==> src/rtl/gauss_sched_pkg.sv <==
// Shared types and constants for the 5x5 Gaussian window sequencer.
package gauss_sched_pkg;

    localparam int unsigned KSIZE = 5;
    localparam int unsigned NTAPS = 25;

    // sigma_sel encoding
    localparam logic [1:0] Sigma3 = 2'd0;
    localparam logic [1:0] Sigma5 = 2'd1;
    localparam logic [1:0] Sigma7 = 2'd2;
    localparam logic [1:0] Sigma9 = 2'd3;

    typedef enum logic [2:0] {
        StIdle,
        StLoad,
        StWait,
        StScan,
        StDone
    } state_e;

endpackage

==> src/rtl/gauss_win_addr.sv <==
// Window origin / tap counters and frame-store read address for the raster scan.
module gauss_win_addr
    import gauss_sched_pkg::*;
#(
    parameter int unsigned N  = 64,
    parameter int unsigned M  = 64,
    parameter int unsigned AW = 12
) (
    input  logic          clk,
    input  logic          rst,
    input  logic          step,
    output logic [AW-1:0] raddr,
    output logic [4:0]    tap,
    output logic          last_tap,
    output logic          last_win
);

    localparam int unsigned RW = $clog2(N);
    localparam int unsigned CW = $clog2(M);

    logic [RW-1:0] row_q, row_d;
    logic [CW-1:0] col_q, col_d;
    logic [2:0]    r_q, r_d;
    logic [2:0]    c_q, c_d;
    logic          last_row, last_col;

    assign last_row = (row_q == RW'(N - KSIZE));
    assign last_col = (col_q == CW'(M - KSIZE));
    assign last_win = last_row & last_col;
    assign tap      = 5'(r_q) * 5'(KSIZE) + 5'(c_q);
    assign last_tap = (tap == 5'(NTAPS - 1));
    assign raddr    = (AW'(row_q) + AW'(r_q)) * AW'(M) + AW'(col_q) + AW'(c_q);

    // Origin advances on the tap-24 step; after the last window it wraps to 0 for the next frame.
    always_comb begin
        row_d = row_q;
        col_d = col_q;
        r_d   = r_q;
        c_d   = c_q;
        if (step) begin
            if (c_q != 3'(KSIZE - 1)) begin
                c_d = c_q + 3'd1;
            end else begin
                c_d = '0;
                if (r_q != 3'(KSIZE - 1)) begin
                    r_d = r_q + 3'd1;
                end else begin
                    r_d = '0;
                    if (!last_col) begin
                        col_d = col_q + CW'(1);
                    end else begin
                        col_d = '0;
                        row_d = last_row ? '0 : row_q + RW'(1);
                    end
                end
            end
        end
    end

    always_ff @(posedge clk) begin
        if (rst) begin
            row_q <= '0;
            col_q <= '0;
            r_q   <= '0;
            c_q   <= '0;
        end else begin
            row_q <= row_d;
            col_q <= col_d;
            r_q   <= r_d;
            c_q   <= c_d;
        end
    end

endmodule

==> src/rtl/gauss_window_sched.sv <==
// Frame sequencer: loads one frame into the frame store, then streams every 5x5 window
// as 25 tagged taps to the MAC datapath.
module gauss_window_sched
    import gauss_sched_pkg::*;
#(
    parameter int unsigned N  = 64,
    parameter int unsigned M  = 64,
    parameter int unsigned AW = 12
) (
    input  logic          clk,
    input  logic          rst,
    input  logic [7:0]    Din,
    input  logic          data_valid,
    input  logic [1:0]    sigma_sel,
    input  logic          mac_busy,
    input  logic [7:0]    mem_rdata,
    output logic          fill_now,
    output logic          mem_we,
    output logic [AW-1:0] mem_waddr,
    output logic [7:0]    mem_wdata,
    output logic          mem_re,
    output logic [AW-1:0] mem_raddr,
    output logic          tap_valid,
    output logic [4:0]    tap_idx,
    output logic [7:0]    tap_data,
    output logic          win_last,
    output logic [1:0]    sigma_q,
    output logic          frame_done
);

    state_e        state_q, state_d;
    logic [AW-1:0] waddr_q, waddr_d;
    logic [1:0]    sigma_d;
    logic          tap_valid_q, win_last_q;
    logic [4:0]    tap_idx_q;
    logic [4:0]    tap;
    logic          last_tap, last_win;

    gauss_win_addr #(
        .N  (N),
        .M  (M),
        .AW (AW)
    ) u_addr (
        .clk      (clk),
        .rst      (rst),
        .step     (mem_re),
        .raddr    (mem_raddr),
        .tap      (tap),
        .last_tap (last_tap),
        .last_win (last_win)
    );

    assign mem_we     = data_valid & fill_now;
    assign mem_wdata  = Din;
    assign mem_waddr  = waddr_q;
    assign tap_valid  = tap_valid_q;
    assign tap_idx    = tap_idx_q;
    assign win_last   = win_last_q;
    // Frame store output is already registered; gate it so tap_data reads 0 between taps.
    assign tap_data   = tap_valid_q ? mem_rdata : 8'd0;

    always_comb begin
        state_d    = state_q;
        waddr_d    = waddr_q;
        sigma_d    = sigma_q;
        fill_now   = 1'b0;
        mem_re     = 1'b0;
        frame_done = 1'b0;
        unique case (state_q)
            StIdle: begin
                fill_now = 1'b1;
                if (data_valid) begin
                    sigma_d = sigma_sel;
                    waddr_d = AW'(1);
                    state_d = StLoad;
                end
            end
            StLoad: begin
                fill_now = 1'b1;
                if (data_valid) begin
                    if (waddr_q == AW'(N * M - 1)) begin
                        waddr_d = '0;
                        state_d = StWait;
                    end else begin
                        waddr_d = waddr_q + AW'(1);
                    end
                end
            end
            StWait: begin
                if (!mac_busy) state_d = StScan;
            end
            StScan: begin
                mem_re = 1'b1;
                if (last_tap) begin
                    if (last_win)      state_d = StDone;
                    else if (mac_busy) state_d = StWait;
                end
            end
            StDone: begin
                frame_done = 1'b1;
                state_d    = StIdle;
            end
            default: state_d = StIdle;
        endcase
    end

    always_ff @(posedge clk) begin
        if (rst) begin
            state_q     <= StIdle;
            waddr_q     <= '0;
            sigma_q     <= '0;
            tap_valid_q <= 1'b0;
            tap_idx_q   <= '0;
            win_last_q  <= 1'b0;
        end else begin
            state_q     <= state_d;
            waddr_q     <= waddr_d;
            sigma_q     <= sigma_d;
            tap_valid_q <= mem_re;
            win_last_q  <= mem_re & last_tap;
            if (mem_re) tap_idx_q <= tap;
        end
    end

endmodule

==> config.mk <==
export PLATFORM = sky130hd
export DESIGN_NAME = gauss_window_sched
export DESIGN_NICKNAME = d
export VERILOG_FILES = /design/src/rtl/gauss_sched_pkg.sv /design/src/rtl/gauss_win_addr.sv /design/src/rtl/gauss_window_sched.sv
export SDC_FILE = /design/constraint.sdc
export NUM_CORES = 1
export LEC_CHECK = 0
export ABC_AREA = 0
export BUFFER_PORTS_ARGS = -buffer_cell sky130_fd_sc_hd__buf_2
export CAP_MARGIN = 25
export CORE_AREA = 2 2 105 107
export CTS_CLUSTER_DIAMETER = 80
export CTS_CLUSTER_SIZE = 24
export DETAILED_ROUTE_END_ITERATION = 16
export DIE_AREA = 0 0 107 109
export PLACE_DENSITY_LB_ADDON = 0.15
export SYNTH_ARGS = -nofsm -noshare
export SYNTH_HDL_FRONTEND = slang
export SYNTH_HIERARCHICAL = 1
export SYNTH_SLANG_ARGS = --single-unit
==> constraint.sdc <==
create_clock -name clk -period 3.9 [get_ports clk]
set_input_delay 0 -clock clk [delete_from_list [all_inputs] [get_ports clk]]
set_output_delay 0 -clock clk [all_outputs]
set_load 0.01 [all_outputs]
# Yosys cells after proc, flatten, opt, wreduce, memory -nomap -nowiden
# Cells that the tools add are included.
dict set report totals {
  register_bits 42
  latch_bits 0
  mem_bits_rw 0
  rom_bits 0
  inputBits 22
  out_inout_bits 53
  elab_cells 70
  mem_count 0
}
dict set report op_classes {
  add_sub_neg 9
  n_mul 1
  div 0
  magnitude_cmp 0
  n_eq_ne 16
  shifts 0
  n_mux 20
  n_bitwise 5
  n_reduce_logical 9
}
# cell count
set ops {}
lappend ops {{$mux W12} 3}
lappend ops {{$mux W3} 9}
lappend ops {{$pmux W12 S2} 1}
lappend ops {{$add A12 B1 Y12 const B} 1}
lappend ops {{$add A12 B3 Y12} 1}
lappend ops {{$add A12 B6 Y12} 1}
lappend ops {{$add A6 B1 Y6 const B} 2}
lappend ops {{$eq A12 B12 Y1 const B} 1}
lappend ops {{$eq A6 B6 Y1 const B} 2}
lappend ops {{$mux W6} 2}
lappend ops {{$pmux W3 S4} 1}
lappend ops {{$ne A2 B2 Y1 const B} 5}
lappend ops {{$ne A3 B3 Y1 const B} 3}
lappend ops {{$mux W8} 1}
lappend ops {{$add A3 B1 Y3 const B} 2}
lappend ops {{$add A6 B3 Y6} 1}
lappend ops {{$eq A3 B2 Y1 const B} 2}
lappend ops {{$reduce_and A3 Y1} 2}
lappend ops {{$reduce_and A6 Y1} 1}
lappend ops {{$add A5 B3 Y5} 1}
lappend ops {{$eq A5 B5 Y1 const B} 1}
lappend ops {{$mul A3 B3 Y5 const B} 1}
lappend ops {{$reduce_and A2 Y1} 2}
lappend ops {{$reduce_and A4 Y1} 1}
lappend ops {{8 further kinds} 13}

# Logic depth before layout (Yosys ltp)
# Gate-level depths: netlist of run 1.
dict set report depth {
  ltp_word 5
  mapped_depth 11
  mapped_depth_nobuf 11
}

# By module
# The synthesis of run 1 kept the hierarchy.
# module n_inst cells_each area_per_inst_um2 seq_area_each_um2
set modules_own_cells {}
lappend modules_own_cells {gauss_win_addr 1 155 1391.3 360.3}
lappend modules_own_cells {gauss_window_sched 1 142 1172.4 480.5}

# Worst setup path before layout of run 1
# No wires, ideal clock.
dict set report synth_timing {
  kind {register to register}
  from {register u_addr.r_q[0]}
  to {register state_q[0]}
  setup_time_ps 116
  arrival_time_ps 2472
  t_required_ps 3784
  setup_slack_ps 1311
  path_stages_with_launch 12
  path_buffers 0
  synth_period_minus_slack_ps 2589
  cell_sequence {dfxtp_1 -> ha_1 -> ha_1 -> ha_1 -> a21o_1 -> a21oi_1 -> xnor2_1 -> and3_1 -> nand2b_1 -> a311oi_1 -> a2111o_1 -> o21ai_1}
}
dict set report synth_between {
  elab_chain_cells 5
}
# element line_no
set synth_rtl {}
lappend synth_rtl {{from (decl)} gauss_win_addr.sv:23} ;# logic [2:0] r_q, r_d;
lappend synth_rtl {{from (signal assigned)} gauss_win_addr.sv:69} ;# r_q <= r_d;
lappend synth_rtl {{$mul A3 B3 Y5} gauss_win_addr.sv:30} ;# assign tap = 5'(r_q) * 5'(KSIZE) + 5'(c_q);
lappend synth_rtl {{$add A5 B3 Y5} gauss_win_addr.sv:30}
lappend synth_rtl {{via tap[4]} gauss_window_sched.sv:36} ;# logic [4:0] tap;
lappend synth_rtl {{$eq A5 B5 Y1} gauss_win_addr.sv:31} ;# assign last_tap = (tap == 5'(NTAPS - 1));
lappend synth_rtl {{via last_tap} gauss_window_sched.sv:37} ;# logic last_tap, last_win;
lappend synth_rtl {{$ne A2 B2 Y1 (no line)} --}
lappend synth_rtl {{$reduce_and A6 Y1 (no line)} --}
lappend synth_rtl {{to (signal assigned)} gauss_window_sched.sv:109} ;# state_q <= StIdle;
lappend synth_rtl {{to (signal assigned)} gauss_window_sched.sv:116} ;# state_q <= state_d;
lappend synth_rtl {{to (decl)} gauss_window_sched.sv:31} ;# state_e state_q, state_d;
# The timed path passes the listed nets, and every way through them passes these cells.
# A chain may end at the register's enable or synchronous reset.

# Worst setup path after layout of run 1
# Ends and elaborated chain as after synthesis.

==> flow_summary.json, run 1 <==
{
  "gr-max-usage-layer": "met2",
  "route.vias.total": 2154,
  "start_kind": "flop",
  "finalWorstSetupSlack_ns": 1.13,
  "post_placement_setup_slack_ns": 1.11,
  "groute.usage.overall_pct": 10.5,
  "starting_utilization_of_the_core_area_pct": 24.2,
  "headroom_to_the_max_slew_limit_pct": 62.0,
  "maxClockFrequency_mhz": 361,
  "net_count_after_synthesis": 343,
  "die_x_um": 107,
  "leakagePower_uw": 0.00143,
  "final_max_slew_viol_count": 0,
  "rsz0062_at_grt": "no",
  "gr-usage-met1_pct": 13.6,
  "drive_gt1_share_pct": 22.0,
  "postLayoutCellArea_mm2": 0.00305,
  "endpoint_kind": "flop",
  "viasPerCell": 4.40,
  "remaining_drc_errors": 0,
  "area_growth_syn_to_layout_pct": 19.1,
  "cts-htree-levels": 2,
  "postSynthRegisterBits": 42,
  "gpl.final_weighted_congestion": 0.704,
  "clk_pin_slew_worst_paths_ns": 0.09,
  "timing.setup.critical_path_class": "flop to flop",
  "clkSinkCount": 42,
  "skew_ns": 0.00838,
  "die_h_um": 109,
  "insertedDiodeCount": 0,
  "fp.coreArea_mm2": 0.0106,
  "cellPowerDensity_mw_per_mm2": 268,
  "grt_max_degree": 25,
  "peakVddDrop_mv": 0.179,
  "tritoncts": "yes",
  "postCtsSetupBuffers": 0,
  "status": "complete, no violations",
  "routed_wl_um": 5860,
  "place_area_mm2": 0.00292,
  "ios": 75,
  "fin_crit_ns": 2.77,
  "route.detailed.wl_per_inst_um": 12.0,
  "placementRows": 38,
  "first_global_vias": 2013,
  "global_route.usage.met3_pct": 2.63,
  "timing.critical_path.required_ns": 4.10,
  "cts.root.buffer_cell": "clkbuf_8",
  "seq_area_frac_synth_pct": 32.8,
  "grt_use_met2_pct": 17.1,
  "synth.distinct_cells": 50,
  "grt_pass1_wl_um": 9690,
  "timing.final.setup_violations": 0,
  "clockBufferDepth": 2,
  "most_common_cell_after_layout_fill_and_taps_aside": "buf_2",
  "numCtsBuffers": 5,
  "cap_viol_max_count": 0,
  "globalRoute.totalOverflow": 0,
  "critical_path_arrival_ns": 2.97,
  "drtAntennaViolNets": 0,
  "timing.final.crit_share_pct": 71.1,
  "die_area_mm2": 0.0117,
  "drt_first_pass_iters": 4,
  "worstMarginPinSlew_ns": 0.569,
  "mostFrequentLayoutCells": "buf_2 (58), dfxtp_1 (42), nor2_1 (36)",
  "crit_fanout": 6,
  "synth-warning-count": 6,
  "grt_antenna_before_repair": 0,
  "setup-tns-final_ns": 0,
  "layout.filler_cells": 1143,
  "half_perimeter_wire_length_of_the_detailed_placement_result_um": 4540,
  "clock_insertion_delay_worst_skew_ns": 0.30,
  "detailedRoute.firstIterationViolations": 91,
  "cell_count_after_synthesis": 297,
  "timing.final.hold_violations": 0,
  "synthesis.area_mm2": 0.00256,
  "syn_avg_cell_area_um2": 8.63,
  "finish.net_count": 395,
  "portBuffers": 58,
  "min_path_type": "primary input to output pin"
}
==> per-stage QoR <==
| step | power (uW) | utilization [%] | hold WS [ns] | std cells |
|---|---|---|---|---|
| after floorplan | 481 | - | 0.0918 | 297 |
| after global placement | 485 | 27.6 | 0.0000686 | 480 |
| after detailed placement | 486 | 27.6 | 0.0000686 | 480 |
| after CTS | 838 | 28.8 | 0.0000686 | 490 |
| after global routing | 861 | 28.8 | 0.0000227 | 490 |
| final | 820 | 28.8 | 0.00000282 | 490 |
==> area by class of cell <==
class | instances | area, um2 | area share (%)
Timing Repair Buffer | 60 | 310 | 10.2
Inverter | 8 | 30.0 | 0.984
Clock inverter | 3 | 40.0 | 1.31
Clock buffer | 5 | 68.8 | 2.25
Multi-Input combinational cell | 232 | 1590 | 52.0
Sequential cell | 42 | 841 | 27.5
Tap cell | 140 | 175 | 5.74
==> sequential cells by signal, summed over array words and instances (netlist names) <==
signal        cells
mem_waddr        12
u_addr/row_q      6
state_q           3
sigma_q           2
tap_idx           5
win_last          1
u_addr/col_q      6
u_addr/r_q        3
tap_valid         1
u_addr/c_q        3
==> synthesized netlist by cell type, drive strengths merged <==
cell	number	area share, %
and3	7	1.8
clkbuf	4	0.98
and2	11	2.8
a211oi	1	0.29
nand2	32	5.1
dfxtp	42	33
a21oi	19	3.9
nand3b	3	0.88
buf	11	3.1
xnor2	17	5.8
a31oi	2	0.73
a21o	3	0.88
nand3	6	1.7
a311oi	1	0.34
inv	8	1.2
o41ai	1	0.34
and2b	1	0.29
nand4	10	2.4
a2111o	1	0.44
ha	21	10
or3	3	0.93
nor4	4	1.6
nand2b	4	0.98
o21ai	9	1.8
fa	3	2.3
or3b	1	0.34
nor2b	1	0.24
or2b	1	0.29
xor2	19	6.5
nor3b	1	0.29
or2	1	0.24
and4	3	1.0
nor2	36	5.3
nor3	8	1.6
mux2i	2	0.78
==> layer usage <==
layer	vias up	share of wire, %
met5	-	0
met1	1001	47
li1	1119	-
met4	0	1.2
met2	29	48
met3	5	3.8
==> worst paths after layout <==
| path | startpoint | cells after the start | slack, ns | end |
|---|---|---|---|---|
| worst min register to register | tap_idx[4] | 2 | 0.46 | tap_idx[4] |
| worst min-delay path | Din[3] | 0 | 0.000003 | mem_wdata[3] |
| worst max register to register | u_addr/r_q[0] | 11 | 1.13 | state_q[0] |
| worst max-delay path | u_addr/r_q[0] | 11 | 1.13 | state_q[0] |
==> where the power goes <==
part / internal (uW) / switching [uW] / total (uW)
Sequential: 432 / 6.62 / 439
Clock: 189 / 155 / 344
Combinational: 15.4 / 22.0 / 37.4
Total: 636 / 184 / 820
==> critical path, stage by stage, from the launching register on <==
cell	delay, ns
dfxtp_1	0.45
ha_1	0.28
ha_1	0.32
ha_1	0.30
a21o_1	0.16
a21oi_1	0.16
xnor2_1	0.10
and3_1	0.17
nand2b_1	0.15
a311oi_1	0.40
a2111o_1	0.15
o21ai_1	0.05
==> timing repair <==
action | CTS | global route
resized for setup | 0 | 0
endpoints found under the hold margin | 2 | 0
hold buffers | 2 | 0
==> kinds of logic (layout without fill, tap and decap cells) <==
logic type | count (synthesis) | after routing | synth area share [%]
fa+ha+maj | 24 | 24 | 12.6
flops | 42 | 42 | 32.8
simple gates | 133 | 133 | 27.6
buf+inv | 23 | 76 | 5.27
xor+xnor | 36 | 36 | 12.3
mux | 2 | 2 | 0.781
compound gates | 37 | 37 | 8.64
Note: power is estimated with default switching activity, not from simulation.
==> run 2, diff against run 1 <==
==> constraint.sdc (replaced) <==
create_clock -name clk -period 2.4 [get_ports clk]
set_input_delay 0 -clock clk [delete_from_list [all_inputs] [get_ports clk]]
set_output_delay 0 -clock clk [all_outputs]
set_load 0.01 [all_outputs]
==> flow_summary.json, run 2 (synthesis results as in run 1) <==
{
  "status": "complete, no violations",
  "power.share.combinational_pct": 6.2,
  "largest_register_ff_count": 12,
  "fin_crit_ns": 2.38,
  "cellInternalPower_uw": 942,
  "finish.net_count": 415,
  "tritoncts": "yes",
  "timing.setup.critical_path_class": "flop to flop",
  "globalRoute.totalOverflow": 0,
  "detailedRoute.firstIterationViolations": 56,
  "critical_path.cell_chain": "ha_4 > ha_4 > ha_4 > a21o_1 > a21oi_2 > xnor2_2 > and3_4 > nand2b_4 > a311oi_4 > a2111o_1 > o21ai_1",
  "crit_slowest_cell": "dfxtp_2",
  "insertedDiodeCount": 0,
  "fp.coreArea_mm2": 0.0106,
  "drt_first_pass_iters": 4,
  "power.clock.fraction_pct": 38.2,
  "portBuffers": 58,
  "drive_gt1_share_pct": 30.3,
  "die_area_mm2": 0.0117,
  "ios": 75,
  "finalCoreUtilization_pct": 31.2,
  "mostFrequentLayoutCells": "buf_2 (58), dfxtp_1 (40), nor2_1 (36)",
  "timing.hold.worst_path_depth": 0,
  "rsz0062_at_grt": "yes",
  "place_inst": 495,
  "crit_fanout": 3,
  "groute.usage.overall_pct": 10.8,
  "switching_share_pct": 25.7,
  "dr.max_layer_used": "met4",
  "cap_viol_max_count": 0,
  "first_global_vias": 2119,
  "route.detailed.wl_per_inst_um": 11.9,
  "route.vias.total": 2260,
  "grt_antenna_before_repair": 0,
  "layoutNonFillerInstCount": 510,
  "cts.root.buffer_cell": "clkbuf_8",
  "endpoint_kind": "flop",
  "headroom_to_the_max_slew_limit_pct": 63.0,
  "most_common_cell_after_layout_fill_and_taps_aside": "buf_2",
  "min_to": "mem_wdata[7]",
  "timing.final.hold_violations": 0,
  "rr_endpoint": "state_q[0]",
  "timing.final.crit_share_pct": 99.0,
  "skew_ns": 0.0167,
  "worst_hold_margin_ns": 0.00000445,
  "reg2regPathDepth": 11,
  "place_area_mm2": 0.00307,
  "postLayoutCellArea_mm2": 0.00331,
  "min_from": "Din[7]",
  "route.met2.wl_um": 2850,
  "half_perimeter_wire_length_of_the_detailed_placement_result_um": 4710,
  "numCtsBuffers": 5,
  "final_max_slew_viol_count": 0,
  "area_growth_syn_to_layout_pct": 29.0,
  "timing.final.setup_violations": 0,
  "worst_r2r_startpoint": "u_addr/r_q[0]",
  "worstMarginPinSlew_ns": 0.554,
  "m1WireLength_um": 2790,
  "gpl.final_weighted_congestion": 0.724,
  "clock_insertion_delay_worst_skew_ns": 0.30,
  "starting_utilization_of_the_core_area_pct": 24.2,
  "timing.critical_path.required_ns": 2.64,
  "die_x_um": 107,
  "clkSinkCount": 42,
  "maxClockFrequency_mhz": 421,
  "reg2reg_setup_slack_ns": 0.02,
  "cellPowerDensity_mw_per_mm2": 383,
  "critical_path_arrival_ns": 2.61,
  "cp_top_family": "compound AO/OA/AOI/OAI gates",
  "grt_max_degree": 25,
  "leakagePower_uw": 0.00153,
  "clockBufferDepth": 2,
  "routed_wl_um": 6050,
  "cts-htree-levels": 2,
  "critPathMostFrequentCell": "ha_4",
  "peakVddDrop_mv": 0.217,
  "viasPerCell": 4.43,
  "critPathMaxStageDelay_ns": 0.35,
  "min_path_type": "primary input to output pin",
  "start_kind": "flop",
  "grt_pass1_wl_um": 10100,
  "met3RoutedLength_um": 336,
  "die_h_um": 109,
  "placementRows": 38,
  "power.share.sequential_pct": 55.6,
  "clk_pin_slew_worst_paths_ns": 0.09,
  "remaining_drc_errors": 0,
  "report.power.total_uw": 1270,
  "crit_buf_inv": 0,
  "power.switching_uw": 326,
  "drtAntennaViolNets": 0
}
## run 2: changes by cell type in the layout (fill, tap and decap cells not counted), moves of 2 or more
cell | before | now
buf_4 | 0 | 19
ha_4 | 0 | 4
clkinvlp_4 | 0 | 2
ha_1 | 21 | 17
dfxtp_2 | 0 | 2
clkinv_2 | 2 | 0
dfxtp_1 | 42 | 40
## run 2: stage by stage
stage	setup TNS [ns]	setup slack, ns
floorplan	0	0.0199
global placement	0	0.00297
detailed placement	-0.0320	-0.0320
CTS	-0.00157	-0.00157
global route	-0.0945	-0.0930
finish	0	0.0235
## run 2: power by group through the flow
stage	clock network (uW)	registers, uW	logic, uW
finish	484	705	78.6
global route	534	707	88.3
detailed placement	0	722	72.7
floorplan	0	725	57.1
global placement	0	722	72.3
CTS	508	706	79.9
## run 2: what timing repair did
action | 4_1_cts | 5_1_grt
endpoints found under the hold margin | 2 | 0
endpoints found under the setup margin | 2 | 2
gates resized for setup | 7 | 6
buffers inserted | 2 | 3
pin swaps | 2 | 7
hold buffers | 2 | 0
## run 2: cell type report
type                       instances  area (um2)
tap                              140         175
timing repair buffer              80         464
clock buffer                       5        68.8
multi-input combinational        232        1700
fill                            1129        7300
inverter                           8        30.0
clock inverter                     3        23.8
sequential                        42         843
## run 2: worst max path at each step
stage	endpoint	slack, ns	cells after the start	start
2_1_floorplan	state_q[0]	0.02	11	u_addr/r_q[0]
3_3_place_gp	state_q[0]	0.003	11	u_addr/r_q[0]
3_5_place_dp	state_q[0]	-0.03	11	u_addr/r_q[2]
4_1_cts	mem_raddr[11]	-0.002	9	u_addr/r_q[0]
5_1_grt	state_q[0]	-0.09	11	u_addr/r_q[0]
6_report	state_q[0]	0.02	11	u_addr/r_q[0]
## run 2: layer usage
metal,vias to the layer above,track usage [%]
met5,-,0
met4,0,3.43
met3,4,2.63
met2,49,18.3
met1,1050,13.6
li1,1157,-
==> run 3, diff against run 2 <==
==> constraint.sdc (replaced) <==
create_clock -name clk -period 2.4 [get_ports clk]
set_input_delay 0 -clock clk [delete_from_list [all_inputs] [get_ports clk]]
set_output_delay 0 -clock clk [all_outputs]
set_load 0.005 [all_outputs]
==> flow_summary.json, run 3 (synthesis results as in run 1) <==
{
  "status": "complete, no violations",
  "rsz0062_at_grt": "yes",
  "place_inst": 495,
  "largest_register_ff_count": 12,
  "die_x_um": 107,
  "timing.critical_path.required_ns": 2.64,
  "route.vias.total": 2239,
  "leakagePower_uw": 0.00151,
  "fp.coreArea_mm2": 0.0106,
  "clk_pin_slew_worst_paths_ns": 0.09,
  "numCtsBuffers": 5,
  "timing.setup.critical_path_class": "flop to flop",
  "finalWorstSetupSlack_ns": 0.00512,
  "worstMarginPinSlew_ns": 0.502,
  "timing.final.crit_share_pct": 99.8,
  "layout.filler_cells": 1144,
  "grt_pass1_wl_um": 10200,
  "worst_hold_margin_ns": 0.00000142,
  "headroom_to_the_max_slew_limit_pct": 66.5,
  "placementRows": 38,
  "drive_gt1_share_pct": 32.4,
  "detailedRoute.firstIterationViolations": 68,
  "die_h_um": 109,
  "die_area_mm2": 0.0117,
  "gpl.final_weighted_congestion": 0.730,
  "area_growth_syn_to_layout_pct": 30.7,
  "endpoint_kind": "flop",
  "grt_max_degree": 25,
  "clockBufferDepth": 2,
  "timing.final.setup_violations": 0,
  "most_common_cell_after_layout_fill_and_taps_aside": "buf_2",
  "mostFrequentLayoutCells": "buf_2 (58), dfxtp_1 (39), nor2_1 (36)",
  "skew_ns": 0.0175,
  "first_global_vias": 2135,
  "critical_path_arrival_ns": 2.63,
  "layoutNonFillerInstCount": 510,
  "cts.root.buffer_cell": "clkbuf_8",
  "route.detailed.wl_per_inst_um": 12.0,
  "clock_insertion_delay_worst_skew_ns": 0.30,
  "cts-htree-levels": 2,
  "start_kind": "flop",
  "post_placement_setup_slack_ns": -0.0454,
  "peakVddDrop_mv": 0.237,
  "grt_antenna_before_repair": 0,
  "final_max_slew_viol_count": 0,
  "postLayoutCellArea_mm2": 0.00335,
  "routed_wl_um": 6100,
  "crit_fanout": 3,
  "maxClockFrequency_mhz": 418,
  "clkSinkCount": 42,
  "viasPerCell": 4.39,
  "starting_utilization_of_the_core_area_pct": 24.2,
  "cellPowerDensity_mw_per_mm2": 376,
  "timing.final.hold_violations": 0,
  "ios": 75,
  "cap_viol_max_count": 0,
  "half_perimeter_wire_length_of_the_detailed_placement_result_um": 4720,
  "drt_first_pass_iters": 4,
  "finish.net_count": 415,
  "portBuffers": 58,
  "place_area_mm2": 0.00307,
  "min_path_type": "primary input to output pin",
  "remaining_drc_errors": 0,
  "groute.usage.overall_pct": 10.9,
  "drtAntennaViolNets": 0,
  "insertedDiodeCount": 0,
  "globalRoute.totalOverflow": 0,
  "tritoncts": "yes",
  "fin_crit_ns": 2.39
}
[run 3: area by class of cell]
type,count,area (um2),area share (%)
inverters,8,30.0,0.896
clock inverters,3,23.8,0.709
flip-flops and latches,42,845,25.2
repair buffers,80,464,13.8
well taps,140,175,5.23
multi-input cells,232,1750,52.1
clock buffers,5,68.8,2.05
[run 3: worst paths after layout]
kind	from	to	slack [ns]	depth (start not counted)
worst min-delay path	Din[7]	mem_wdata[7]	0.000001	0
worst max-delay path	u_addr/r_q[0]	state_q[0]	0.005	11
worst min register to register	tap_idx[2]	tap_idx[2]	0.46	2
worst max register to register	u_addr/r_q[0]	state_q[0]	0.005	11
[run 3: critical path: stages (launching register included)]
cell	delay [ns]
dfxtp_2	0.35
ha_4	0.24
ha_4	0.28
ha_4	0.19
a21o_1	0.16
a21oi_2	0.17
xnor2_2	0.14
and3_4	0.21
nand2b_4	0.12
a311oi_4	0.10
a2111o_1	0.30
o21ai_1	0.07
[run 3: where the power goes]
group | internal (uW) | total (uW) | switching, uW
clock network | 208 | 479 | 271
logic | 31.6 | 75.3 | 43.7
registers | 702 | 707 | 4.86
[run 3: per-stage QoR]
step                utilization (%)  total power (uW)  TNS [ns]
finish                         31.6              1260         0
global route                   31.6              1330    -0.105
CTS                            30.6              1290   -0.0713
detailed placement             29.0               793   -0.0454
global placement               29.0               792         0
floorplan                         -               778         0
[run 3: repair_timing]
action | in CTS | in global routing
buffers inserted | 2 | 3
resized for setup | 6 | 16
setup endpoints to repair | 2 | 3
pin swaps | 9 | 14
hold endpoints to repair | 2 | 0
hold buffers | 2 | 0
[run 3: layer usage]
layer / global-route usage [%] / routed length, um
met1: 14.2 / 2920
met2: 18.1 / 2850
met3: 2.57 / 264
met4: 3.15 / 70
met5: 0 / 0
